==> src/rtl/avr_xmem_master.sv <==
// Bus initiator for the AVR-style multiplexed external-memory bus (ALE, WD/RD, muxed AD, high A).
// Optional `XMEM_READY_EN: STROBE extends past its minimum length while ready is low.
module avr_xmem_master #(
  parameter int WAIT_STATES = 1,
  parameter int HOLD_CYCLES = 1
) (
  input  logic        clk,
  input  logic        reset,
  input  logic        req,
  input  logic        we,
  input  logic [15:0] addr,
  input  logic [7:0]  wdata,
  output logic [7:0]  rdata,
  output logic        done,
  output logic        busy,
  output logic        ale,
  output logic        wd,
  output logic        rd,
  output logic [7:0]  ad_o,
  output logic        ad_oe,
  input  logic [7:0]  ad_i,
  output logic [7:0]  a,
  input  logic        ready
);
  typedef enum logic [2:0] {IDLE, ADDR, LATCH, STROBE, HOLD} state_t;

  localparam logic [3:0] WS = 4'(WAIT_STATES);
  localparam logic [3:0] HC = 4'(HOLD_CYCLES - 1);

  state_t      state, state_n;
  logic [3:0]  cnt, cnt_n;
  logic        we_q, we_n;
  logic [15:0] addr_q, addr_n;
  logic [7:0]  wdata_q, wdata_n;
  logic        ale_n, wd_n, rd_n, ad_oe_n, done_n, busy_n;
  logic [7:0]  ad_o_n, a_n, rdata_n;
  logic        strobe_end;

`ifdef XMEM_READY_EN
  assign strobe_end = (cnt == 4'd0) && ready;
`else
  logic unused_ready;
  assign unused_ready = ready;
  assign strobe_end   = (cnt == 4'd0);
`endif

  always_comb begin
    state_n = state;
    cnt_n   = cnt;
    we_n    = we_q;
    addr_n  = addr_q;
    wdata_n = wdata_q;
    rdata_n = rdata;
    case (state)
      IDLE: if (req) begin
        we_n    = we;
        addr_n  = addr;
        wdata_n = wdata;
        state_n = ADDR;
      end
      ADDR:  state_n = LATCH;
      LATCH: begin
        state_n = STROBE;
        cnt_n   = WS;
      end
      STROBE: if (strobe_end) begin
        state_n = HOLD;
        cnt_n   = HC;
        if (!we_q) rdata_n = ad_i;
      end else if (cnt != 4'd0) begin
        cnt_n = cnt - 4'd1;
      end
      HOLD: if (cnt == 4'd0) state_n = IDLE;
            else             cnt_n   = cnt - 4'd1;
      default: state_n = IDLE;
    endcase

    // Outputs are registered, so they are decoded from the state being entered.
    ale_n   = 1'b0;
    wd_n    = 1'b1;
    rd_n    = 1'b1;
    ad_oe_n = 1'b0;
    ad_o_n  = 8'h00;
    a_n     = a;
    done_n  = (state == HOLD) && (state_n == IDLE);
    busy_n  = (state_n != IDLE);
    case (state_n)
      ADDR, LATCH: begin
        ale_n   = (state_n == ADDR);
        ad_oe_n = 1'b1;
        ad_o_n  = addr_n[7:0];
        a_n     = addr_n[15:8];
      end
      STROBE: if (we_n) begin
        wd_n    = 1'b0;
        ad_oe_n = 1'b1;
        ad_o_n  = wdata_n;
      end else begin
        rd_n    = 1'b0;
      end
      HOLD: if (we_n) begin
        ad_oe_n = 1'b1;
        ad_o_n  = wdata_n;
      end
      default: ;
    endcase
  end

  always_ff @(posedge clk) begin
    if (reset) begin
      state   <= IDLE;
      cnt     <= 4'd0;
      we_q    <= 1'b0;
      addr_q  <= 16'h0000;
      wdata_q <= 8'h00;
      ale     <= 1'b0;
      wd      <= 1'b1;
      rd      <= 1'b1;
      ad_oe   <= 1'b0;
      ad_o    <= 8'h00;
      a       <= 8'h00;
      rdata   <= 8'h00;
      done    <= 1'b0;
      busy    <= 1'b0;
    end else begin
      state   <= state_n;
      cnt     <= cnt_n;
      we_q    <= we_n;
      addr_q  <= addr_n;
      wdata_q <= wdata_n;
      ale     <= ale_n;
      wd      <= wd_n;
      rd      <= rd_n;
      ad_oe   <= ad_oe_n;
      ad_o    <= ad_o_n;
      a       <= a_n;
      rdata   <= rdata_n;
      done    <= done_n;
      busy    <= busy_n;
    end
  end
endmodule

==> config.mk <==
export PLATFORM = sky130hd
export DESIGN_NAME = avr_xmem_master
export DESIGN_NICKNAME = d
export VERILOG_FILES = /design/src/rtl/avr_xmem_master.sv
export SDC_FILE = /design/constraint.sdc
export NUM_CORES = 1
export LEC_CHECK = 0
export ABC_CLOCK_PERIOD_IN_PS = 2490
export BUFFER_PORTS_ARGS = -buffer_cell sky130_fd_sc_hd__buf_2
export CAP_MARGIN = 10
export CORE_MARGIN = 2
export CORE_UTILIZATION = 40
export DETAILED_ROUTE_END_ITERATION = 10
export PLACE_DENSITY_LB_ADDON = 0.1
export SLEW_MARGIN = 40
export SYNTH_ARGS = -nofsm -noshare
export SYNTH_HDL_FRONTEND = slang
export SYNTH_SLANG_ARGS = --single-unit
==> constraint.sdc <==
create_clock -name clk -period 2.49 [get_ports clk]
set_input_delay 0.1245 -clock clk [delete_from_list [all_inputs] [get_ports clk]]
set_output_delay 0.1245 -clock clk [all_outputs]
set_load 0.1 [all_outputs]
==> results by group, run 1 <==
Yosys
  • Top_reg_cell synth: dfxtp_1
  • Post-synth net total: between 300 and 400
  • Most area-consuming cells after synthesis: dfxtp_1, mux2i_1, nand2_1, a21oi_1, nor2_1
  • Post-synthesis cell count: ~270
  • Post-synth top area cell: dfxtp_1
  • Synth Cell Area: 0.00248 mm2
  • Async set-reset flop share out of synthesis: 0%
  • Synth warn: 0
  • Seq/Total Area, Yosys: 50.0%
  • Yosys cell types: 38
  • Yosys top cell area share: 50.0%
  • Mean post-synth cell area: 9.29 um2
  • Yosys reg bits: 62
  • Post-synth EDFFs: 0

Timing
  • Worst slew margin: 62.2%
  • Slew at the pin with the worst max-slew slack: 0.567 ns
  • Tcrit/Tclk final: 76.7%
  • Fin crit period: 1.91 ns
  • Final Max Tran Viols: 0
  • RSZ-0062 raised after global routing: false
  • Max frequency: 524 MHz
  • # setup viols final: 0
  • Final Hold Viols: 0
  • Setup_tns: 0 ns
  • Clock Skew: between 0.008 and 0.009 ns

Die
  • Initial Util: 41.7%
  • # IOs: 67
  • Die span in y: slightly above 80 um
  • Die W: 82.8 um
  • Die area: around 0.0068 mm2
  • Core box area: 0.00596 mm2
  • Cell Rows: 28

Critical path
  • Reg2reg end: cnt[2]$_SDFFE_PP0P_
  • Critical Path, Cell by Cell: inv_1 > ha_1 > or3b_1 > a31oi_2 > buf_4 > or3_1 > a21oi_1
  • Crit path capture type: register
  • Reg2reg path depth: 7
  • FF-to-FF setup slack: between 0.5 and 0.6 ns
  • Setup crit end: cnt[2]$_SDFFE_PP0P_
  • Slowest CP cell: dfxtp_1
  • CP peak stage delay: 0.40 ns
  • Crit path launch: cnt[0]$_SDFFE_PP0P_
  • FF-to-FF Start: cnt[0]$_SDFFE_PP0P_
  • Critical path class: register to register
  • Crit path max fanout: 11
  • Critical path arrival: 2.19 ns
  • Critical Path Source Type: register
  • Worst Path Required: 2.77 ns

Placed design
  • Hpwl dp: 3.66 mm
  • Placer Congestion: 0.821
  • I/O Buffers: 65

Route
  • DRT Pass-1 Iters: 4
  • Final WL: around 5.4 mm
  • WL/cell: approximately 13 um
  • DR vias/cell: 4.96
  • DRC Markers: 0
  • Total number of vias: roughly 2000
  • Initial DRC count: 100
  • Post-DRT Antenna Nets: 0

Power
  • Register share of total power: 39.3%
  • Comb pwr share: 25.8%
  • Net Sw Frac: 35.3%
  • Power Internal: roughly 0.0019 W
  • Peak VDD IR: 490 uV
  • Static leakage: between 1 and 1.5 nW
  • Clock share of power: 34.8%
  • Power per cell area: 949 mW/mm2
  • P_sw: ~0.001 W

Global routing
  • Gr usage total: 17.9%
  • Number of antenna violations at the first check in global routing: 0
  • First-pass GRT wire length: around 9 mm
  • Largest net degree at the start of global routing: 29
  • Vias in the first global route: between 1500 and 2000
  • Grt total ovfl: 0

Cells and area
  • Layout area overhead: 23.5%
  • Most frequent cells in the layout: buf_2, dfxtp_1, nand2_1, nor2_1, a21oi_1
  • # diodes: 0
  • Commonest non-fill, non-tap cell in the layout: buf_2
  • Share of layout cells above drive strength 1: between 20% and 30%
  • Final net count: 365
  • Util after Layout: 51.4%

Clock network
  • Post-cts sizing count: 0
  • Total CTS buffers: 9
  • CTS tree: built
  • Clk Tree Root Cell: clkbuf_8
  • Cts hold-fix bufs: 0
  • # H-tree levels: 3
  • Clock sink count: 62
  • Clock Path Buffers: 2
  • Clock transition at the registers of the reported paths: 0.07 ns
  • Worst skew pair latency: 0.34 ns
  • Total setup buffers inserted after CTS: 0

Run
  • Max cap viols: 0

Outcome
  • Outcome: finished, final reports clean

Min path
  • Hold crit path type: input port to register
## kinds of logic (layout without fill, tap and decap cells)
kind of cell               after synthesis  in the layout  share of synthesized area [%]
buffers and inverters                   26             90                           5.04
muxes                                   24             24                           10.0
and+or+nand+nor                        103            103                           20.3
AOI/OAI and AO/OA                       50             50                           13.6
adders and majority gates                2              2                           1.01
DFF                                     62             62                           50.0
## how the worst min path moves through the flow
stage	from	end	cells past startpoint
2_1_floorplan	req	ale$_SDFF_PP0_	2
3_3_place_gp	ad_i[5]	rdata[5]$_SDFFE_PP0P_	3
3_5_place_dp	ad_i[7]	rdata[7]$_SDFFE_PP0P_	3
4_1_cts	ad_i[3]	rdata[3]$_SDFFE_PP0P_	3
5_1_grt	ad_i[0]	rdata[0]$_SDFFE_PP0P_	3
6_report	ad_i[7]	rdata[7]$_SDFFE_PP0P_	3
## cells in the mapped netlist (4+ instances only)
cell type	count
dfxtp_1	62
nand2_1	31
nor2_1	29
a21oi_1	22
nand3_1	18
mux2i_1	17
a211oi_1	10
buf_2	10
clkbuf_1	9
a21o_1	8
nor2b_1	8
mux2_1	4
nor3_1	4
## worst max-delay path: cells and delay by family (launching register included)
| kind | cells | cell delay [ns] |
|---|---|---|
| flip-flops | 1 | 0.40 |
| AND/OR/NAND/NOR | 2 | 0.64 |
| AO/OA/AOI/OAI | 2 | 0.30 |
| buffers and inverters | 2 | 0.31 |
| adder cells (fa/ha/maj) | 1 | 0.20 |
## power by group through the flow
| stage | registers [W] | clock network [W] | logic, W |
|---|---|---|---|
| after floorplan | 0.00144 | 0 | 0.000345 |
| after global placement | 0.00116 | 0 | 0.000753 |
| after detailed placement | 0.00117 | 0 | 0.000756 |
| after CTS | 0.00114 | 0.00104 | 0.000758 |
| after global routing | 0.00116 | 0.00108 | 0.000817 |
| final | 0.00114 | 0.00101 | 0.000751 |
## layout make-up
class / instances / area, um2
sequential: 62 / 1240
tap: 75 / 93.8
fill: 591 / 2890
multi-input combinational: 179 / 1120
clock inverter: 6 / 93.8
inverter: 4 / 15.0
timing repair buffer: 70 / 363
clock buffer: 10 / 138
## sequential cells by signal (all words and copies together) (netlist names)
signal	cells
a	8
rdata	8
addr_q	16
cnt	4
ad_oe	1
ad_o	8
rd	1
ale	1
we_q	1
wd	1
state	3
done	1
busy	1
wdata_q	8
## through the flow
step	total power [W]	hold WS, ns	instances	cell area (um2)	setup slack, ns
2_1_floorplan	0.00178	0.243	267	2480	0.763
3_3_place_gp	0.00192	0.354	390	2830	0.605
3_5_place_dp	0.00192	0.365	390	2830	0.582
4_1_cts	0.00294	0.000495	406	3060	0.579
5_1_grt	0.00305	0.00445	406	3060	0.356
6_report	0.00291	0.0125	406	3060	0.580
## routing by layer
| layer | vias to the layer above | GRT usage, % | wire length [um] |
|---|---|---|---|
| li1 | 1032 | - | - |
| met1 | 927 | 23.0 | 2530 |
| met2 | 48 | 27.1 | 2460 |
| met3 | 7 | 7.61 | 361 |
| met4 | 0 | 5.90 | 60 |
| met5 | - | 0 | 0 |
No activity file was read; power rests on OpenSTA's default activity.
==> run 2, diff against run 1 <==
--- a/config.mk
+++ b/config.mk
@@ -5,7 +5,8 @@
 export SDC_FILE = /design/constraint.sdc
 export NUM_CORES = 1
 export LEC_CHECK = 0
-export ABC_CLOCK_PERIOD_IN_PS = 2490
+export ABC_AREA = 1
+export ABC_CLOCK_PERIOD_IN_PS = 2000
 export BUFFER_PORTS_ARGS = -buffer_cell sky130_fd_sc_hd__buf_2
 export CAP_MARGIN = 10
 export CORE_MARGIN = 2
==> constraint.sdc (replaced) <==
create_clock -name clk -period 2 [get_ports clk]
set_input_delay 0.1 -clock clk [delete_from_list [all_inputs] [get_ports clk]]
set_output_delay 0.1 -clock clk [all_outputs]
set_load 0.1 [all_outputs]
==> results by group, run 2 <==
Clock network
  • Total setup buffers inserted after CTS: 0
  • Cts hold-fix bufs: 0
  • Worst skew pair latency: between 0.3 and 0.4 ns
  • Total CTS buffers: 9
  • Clock sink count: 62
  • Post-cts sizing count: 0
  • # H-tree levels: 3
  • CTS tree: built
  • Clk Tree Root Cell: clkbuf_8
  • Clock Path Buffers: 2
  • Clock transition at the registers of the reported paths: ~0.070 ns

Route
  • DR vias/cell: between 4 and 5
  • Post-DRT Antenna Nets: 0
  • DRC Markers: 0
  • Final WL: 5.60 mm
  • Total number of vias: 2219
  • DRT Pass-1 Iters: 4
  • Initial DRC count: 80
  • WL/cell: 11.8 um

Power
  • P_sw: 0.00138 W
  • Peak VDD IR: 412 uV
  • Static leakage: 1.52 nW
  • Power per cell area: 1130 mW/mm2
  • Power Internal: approximately 0.0023 W
  • Clock share of power: 29.9%
  • Comb pwr share: 31.0%
  • Register share of total power: roughly two fifths
  • Net Sw Frac: 37.9%

Die
  • Cell Rows: 29
  • Die W: between 80 and 90 um
  • # IOs: 67
  • Die span in y: 86.0 um
  • Die area: 0.00739 mm2
  • Core box area: 0.00642 mm2
  • Initial Util: 41.9%

Yosys
  • Top_reg_cell synth: dfxtp_1
  • Synth warn: 0
  • Yosys top cell area share: 46.2%
  • Yosys cell types: 25
  • Yosys reg bits: 62
  • Mean post-synth cell area: 8.17 um2
  • Most common cell in the synthesized netlist: dfxtp_1
  • Seq/Total Area, Yosys: 46.2%
  • Async set-reset flop share out of synthesis: 0%
  • Synth Cell Area: ~0.0027 mm2
  • Post-synth net total: about 370
  • Post-synth top area cell: dfxtp_1
  • Post-synthesis cell count: 329
  • Commonest cells post-synth: dfxtp_1, nor2_1, nand2_1, inv_1, nand3_1
  • Most area-consuming cells after synthesis: dfxtp_1, nor2_1, nand2_1, nand3_1, nand2_2
  • Post-synth EDFFs: 0

Critical path
  • Crit path capture type: register
  • Critical path class: register to register
  • Critical path arrival: approximately 1.8 ns
  • Critical Path, Cell by Cell: nor2_8 > nand2_8 > buf_4 > nand2_1 > o21ai_2 > nand2_1 > nand2_1 > nor2_1
  • Crit path launch: state[0]$_SDFF_PP0_
  • Reg2reg path depth: 8
  • Reg2reg end: a[3]$_SDFFE_PP0N_
  • FF-to-FF Start: state[0]$_SDFF_PP0_
  • CP peak stage delay: roughly 0.5 ns
  • FF-to-FF setup slack: 0.40 ns
  • Worst path bufs/invs: 1
  • Worst Path Required: 2.22 ns
  • Crit path max fanout: 25
  • Critical Path Source Type: register
  • Most used cell, CP: nand2_1
  • Slowest CP cell: dfxtp_1
  • Crit path max-delay family: simple AND/OR/NAND/NOR gates

Min path
  • Hold EP: addr_q[10]$_SDFF_PP0_
  • Min-Delay Path Depth: 3
  • Hold crit path type: input port to register
  • Hold wc startpoint: addr[10]

Global routing
  • First-pass GRT wire length: 9.58 mm
  • Largest net degree at the start of global routing: 27
  • Vias in the first global route: 2063
  • Gr usage total: 16.4%
  • Number of antenna violations at the first check in global routing: 0
  • Grt total ovfl: 0

Cells and area
  • Most frequent cells in the layout: buf_2, dfxtp_1, nor2_1, nand2_1, inv_1
  • Finished Layout Cells: 476
  • Layout area overhead: 19.6%
  • Filler Cell Count: 642
  • Largest register FFs: 16
  • Largest Register: addr_q
  • Final net count: 433
  • Commonest non-fill, non-tap cell in the layout: buf_2
  • Share of layout cells above drive strength 1: 34.3%
  • # diodes: 0

Timing
  • Fin crit period: 1.60 ns
  • Setup_tns: 0 ns
  • Max frequency: between 600 and 700 MHz
  • Final Max Tran Viols: 0
  • # setup viols final: 0
  • Slew at the pin with the worst max-slew slack: slightly above 0.5 ns
  • Clock Skew: between 0.005 and 0.006 ns
  • Worst slew margin: around 66%
  • Final Hold Viols: 0
  • Tcrit/Tclk final: 79.8%
  • RSZ-0062 raised after global routing: false

Run
  • Max cap viols: 0

Placed design
  • Hpwl dp: 3.71 mm
  • Placer Congestion: 0.777
  • Cell count after placement: 460
  • I/O Buffers: 65

Outcome
  • Outcome: finished, final reports clean
==> run 2: changes by cell type after synthesis, sizes merged, moves of 3 or more <==
cell	change
mux2	-7
o21ai	+17
nor2	+29
nand3	+13
nand3b	+5
inv	+25
a21o	-8
clkbuf	-4
nor2b	-8
nand2	+45
a211oi	-10
buf	-3
mux2i	-17
==> run 2: logic make-up after synthesis <==
| logic type | count (synthesis) | synth area share (%) |
|---|---|---|
| simple gates | 177 | 33.4 |
| flops | 62 | 46.2 |
| compound gates | 44 | 10.8 |
| buf+inv | 44 | 8.70 |
| fa+ha+maj | 2 | 0.931 |
==> run 2: how the worst max path moves through the flow <==
stage / end / slack [ns] / depth (start not counted)
2_1_floorplan: a[5]$_SDFFE_PP0N_ / 0.75 / 7
6_report: a[3]$_SDFFE_PP0N_ / 0.40 / 8
3_3_place_gp: a[3]$_SDFFE_PP0N_ / 0.41 / 8
5_1_grt: ad_o[6]$_SDFF_PP0_ / 0.27 / 7
3_5_place_dp: a[3]$_SDFFE_PP0N_ / 0.41 / 8
4_1_cts: a[3]$_SDFFE_PP0N_ / 0.40 / 8
==> run 2: through the flow <==
stage                     total power (W)  worst slack, ns  hold WS [ns]  instance area, um2  utilization [%]
final                             0.00365            0.405        0.0215                3220             50.1
after global routing              0.00387            0.273        0.0236                3220             50.1
after CTS                         0.00370            0.399       0.00575                3220             50.1
after detailed placement          0.00259            0.413         0.355                3020             47.0
after global placement            0.00258            0.415         0.353                3020             47.0
after floorplan                   0.00244            0.749         0.245                2690                -
==> run 2: worst reg2reg max path, delay by kind of cell, from the launching register on <==
family          cells  cell delay (ns)
simple gates        6             0.53
flops               1             0.51
buf+inv             1             0.36
compound gates      1             0.08
==> run 2: final cells by class <==
cell class / count / area (um2) / share of cell area (%)
clock inverter: 4 / 45.0 / 1.40
inverter: 29 / 109 / 3.39
timing repair buffer: 69 / 355 / 11.1
clock buffer: 12 / 155 / 4.82
sequential: 62 / 1240 / 38.6
multi-input combinational: 223 / 1210 / 37.7
tap: 77 / 96.3 / 3.00
==> run 2: metal layers <==
metal / global-route usage (%) / vias to the layer above / wire [um]
li1: - / 1177 / -
met1: 22.2 / 989 / 2810
met2: 25.1 / 49 / 2470
met3: 3.66 / 4 / 289
met4: 7.36 / 0 / 44
met5: 0 / - / 0
==> run 2: power by group through the flow <==
| stage | clock network [W] | registers [W] | logic [W] |
|---|---|---|---|
| after floorplan | 0 | 0.00189 | 0.000551 |
| after global placement | 0 | 0.00145 | 0.00113 |
| after detailed placement | 0 | 0.00145 | 0.00114 |
| after CTS | 0.00113 | 0.00143 | 0.00114 |
| after global routing | 0.00120 | 0.00144 | 0.00124 |
| final | 0.00109 | 0.00143 | 0.00113 |
==> run 3, diff against run 2 <==
--- a/config.mk
+++ b/config.mk
@@ -5,8 +5,8 @@
 export SDC_FILE = /design/constraint.sdc
 export NUM_CORES = 1
 export LEC_CHECK = 0
-export ABC_AREA = 1
-export ABC_CLOCK_PERIOD_IN_PS = 2000
+export ABC_AREA = 0
+export ABC_CLOCK_PERIOD_IN_PS = 1400
 export BUFFER_PORTS_ARGS = -buffer_cell sky130_fd_sc_hd__buf_2
 export CAP_MARGIN = 10
 export CORE_MARGIN = 2
==> constraint.sdc (replaced) <==
create_clock -name clk -period 1.4 [get_ports clk]
set_input_delay 0.07 -clock clk [delete_from_list [all_inputs] [get_ports clk]]
set_output_delay 0.07 -clock clk [all_outputs]
set_load 0.1 [all_outputs]
==> results by group, run 3 (synthesis gave the netlist of run 1 again) <==
Outcome
  • Failing checks: setup timing
  • Outcome: complete, but fails checks

Cells and area
  • Commonest non-fill, non-tap cell in the layout: buf_2
  • # diodes: 0
  • Share of layout cells above drive strength 1: a little under half
  • Area of the multi-input gates: 0.00144 mm2
  • Most frequent cells in the layout: buf_2, dfxtp_1, nor2_1, buf_4, nand2_1
  • Filler Cell Count: 503
  • Register Area: 0.00125 mm2
  • Finished Layout Cells: 470
  • Largest Register: addr_q
  • Final net count: 429
  • Layout area overhead: 61.5%
  • Largest register FFs: 16

Timing
  • Tcrit/Tclk final: 113%
  • RSZ-0062 raised after global routing: true
  • Fin crit period: 1.58 ns
  • Clock Skew: 0.00838 ns
  • Final WS setup: -0.184 ns
  • Worst slew margin: 66.4%
  • Slew at the pin with the worst max-slew slack: around 0.5 ns
  • # setup viols final: 47
  • Final Max Tran Viols: 0
  • Max frequency: 632 MHz
  • Setup_tns: -4.02 ns
  • Final Hold Viols: 0

Critical path
  • Worst path bufs/invs: 2
  • Critical Path, Cell by Cell: inv_2 > ha_4 > or3b_4 > a31oi_4 > buf_4 > o21ai_0 > a21oi_1
  • Critical path class: register to register
  • Slowest CP cell: or3b_4
  • Reg2reg end: cnt[2]$_SDFFE_PP0P_
  • Crit path capture type: register
  • Critical Path Source Type: register
  • Critical path arrival: 1.84 ns
  • FF-to-FF Start: cnt[0]$_SDFFE_PP0P_
  • Reg2reg path depth: 7
  • Worst Path Required: 1.66 ns
  • FF-to-FF setup slack: -0.18 ns
  • Crit path max fanout: 4
  • CP peak stage delay: approximately 0.4 ns
  • Crit path max-delay family: compound AO/OA/AOI/OAI gates

Global routing
  • First-pass GRT wire length: 10.1 mm
  • Gr usage total: 19.9%
  • Largest net degree at the start of global routing: 27
  • Number of antenna violations at the first check in global routing: 0
  • Vias in the first global route: around 2200
  • Grt total ovfl: 0

Power
  • P_sw: 0.00202 W
  • Clock share of power: 25.6%
  • Static leakage: 1.75 nW
  • Peak VDD IR: 965 uV
  • Register share of total power: 36.4%
  • Power per cell area: about 1400 mW/mm2
  • Comb pwr share: about 38%
  • Power Internal: ~0.0036 W
  • Net Sw Frac: a little over a third

Die
  • # IOs: between 60 and 70
  • Initial Util: 41.7%
  • Core box area: 0.00596 mm2
  • Cell Rows: 28
  • Die W: 82.8 um
  • Die span in y: 82.8 um
  • Die area: between 0.006 and 0.007 mm2

Route
  • Post-DRT Antenna Nets: 0
  • DRT Pass-1 Iters: 4
  • DR vias/cell: 4.90
  • Initial DRC count: 95
  • DRC Markers: 0
  • WL/cell: 14.1 um
  • Total number of vias: 2304
  • Final WL: 6.64 mm

Placed design
  • Hpwl dp: 4.02 mm
  • I/O Buffers: 65
  • Placer Congestion: 0.763
  • Cell count after placement: 421

Min path
  • Hold crit path type: input port to register
  • Min-Delay Path Depth: 3
  • Hold wc startpoint: addr[5]
  • Hold EP: addr_q[5]$_SDFF_PP0_

Clock network
  • Clock Path Buffers: 2
  • Worst skew pair latency: roughly 0.34 ns
  • Total CTS buffers: 9
  • Clock sink count: 62
  • Clk Tree Root Cell: clkbuf_8
  • # H-tree levels: 3
  • Clock transition at the registers of the reported paths: 0.07 ns
  • CTS tree: built

Run
  • Max cap viols: 0
==> run 3: cell types whose count changed in the layout (fill, tap and decap cells not counted), moves of 9 or more <==
cell	delta
mux2i_4	+9
buf_4	+23
dlygate4sd3_1	+24
o21ai_0	-9
buf_6	+11
nand2_2	-14
nor2_1	-30
inv_1	-25
nand2_1	-28
==> run 3: area by class of cell <==
class	count	area share (%)
inverters	4	0.375
well taps	75	2.34
clock buffers	13	3.97
repair buffers	134	25.6
multi-input cells	179	36.0
clock inverters	3	0.468
flip-flops and latches	62	31.2
==> run 3: worst register-to-register path, delay by kind of cell, from the launching register on <==
kind,cells,cell delay (ns)
adder cells (fa/ha/maj),1,0.13
AO/OA/AOI/OAI,3,0.43
buffers and inverters,2,0.22
AND/OR/NAND/NOR,1,0.40
flip-flops,1,0.32
==> run 3: worst max path at each step <==
stage                        start  slack, ns  cells after the start             endpoint
2_1_floorplan  cnt[1]$_SDFFE_PP0P_      -0.23                      8     ad_oe$_SDFF_PP0_
3_3_place_gp   cnt[1]$_SDFFE_PP0P_      -0.23                      7  cnt[1]$_SDFFE_PP0P_
3_5_place_dp   cnt[1]$_SDFFE_PP0P_      -0.26                      7  cnt[1]$_SDFFE_PP0P_
4_1_cts        cnt[0]$_SDFFE_PP0P_      -0.16                      7  cnt[2]$_SDFFE_PP0P_
5_1_grt        cnt[0]$_SDFFE_PP0P_      -0.23                      7     ad_oe$_SDFF_PP0_
6_report       cnt[0]$_SDFFE_PP0P_      -0.18                      7  cnt[2]$_SDFFE_PP0P_
==> run 3: power by group through the flow <==
stage,clock [W],combinational [W],sequential [W]
CTS,0.00146,0.00187,0.00201
finish,0.00143,0.00212,0.00203
global route,0.00156,0.00225,0.00205
detailed placement,0,0.00165,0.00205
floorplan,0,0.000722,0.00257
global placement,0,0.00164,0.00204
==> run 3: repair_timing <==
item | in CTS | in global routing
pin swaps | 13 | 8
cloned | 1 | 2
resized for setup | 28 | 50
endpoints found under the hold margin | 24 | 0
setup endpoints to repair | 52 | 57
setup buffers | 4 | 3
hold buffers | 24 | 0
==> run 3: per-layer routing <==
metal  wire length, um  GRT usage [%]
met5                 0              0
met4               116           9.02
met1              3020           25.2
met2              3150           32.0
met3               354           4.78
==> run 3: metrics by stage <==
step / cell area [um2] / setup WS, ns / power, W / util (%) / hold WS [ns]
6_report: 4010 / -0.184 / 0.00557 / 67.3 / 0.0148
5_1_grt: 4010 / -0.234 / 0.00585 / 67.3 / 0.0215
4_1_cts: 3720 / -0.164 / 0.00535 / 62.5 / 0.00167
3_5_place_dp: 3150 / -0.259 / 0.00369 / 52.8 / 0.310
3_3_place_gp: 3150 / -0.227 / 0.00369 / 52.8 / 0.298
2_1_floorplan: 2590 / -0.227 / 0.00329 / - / 0.188
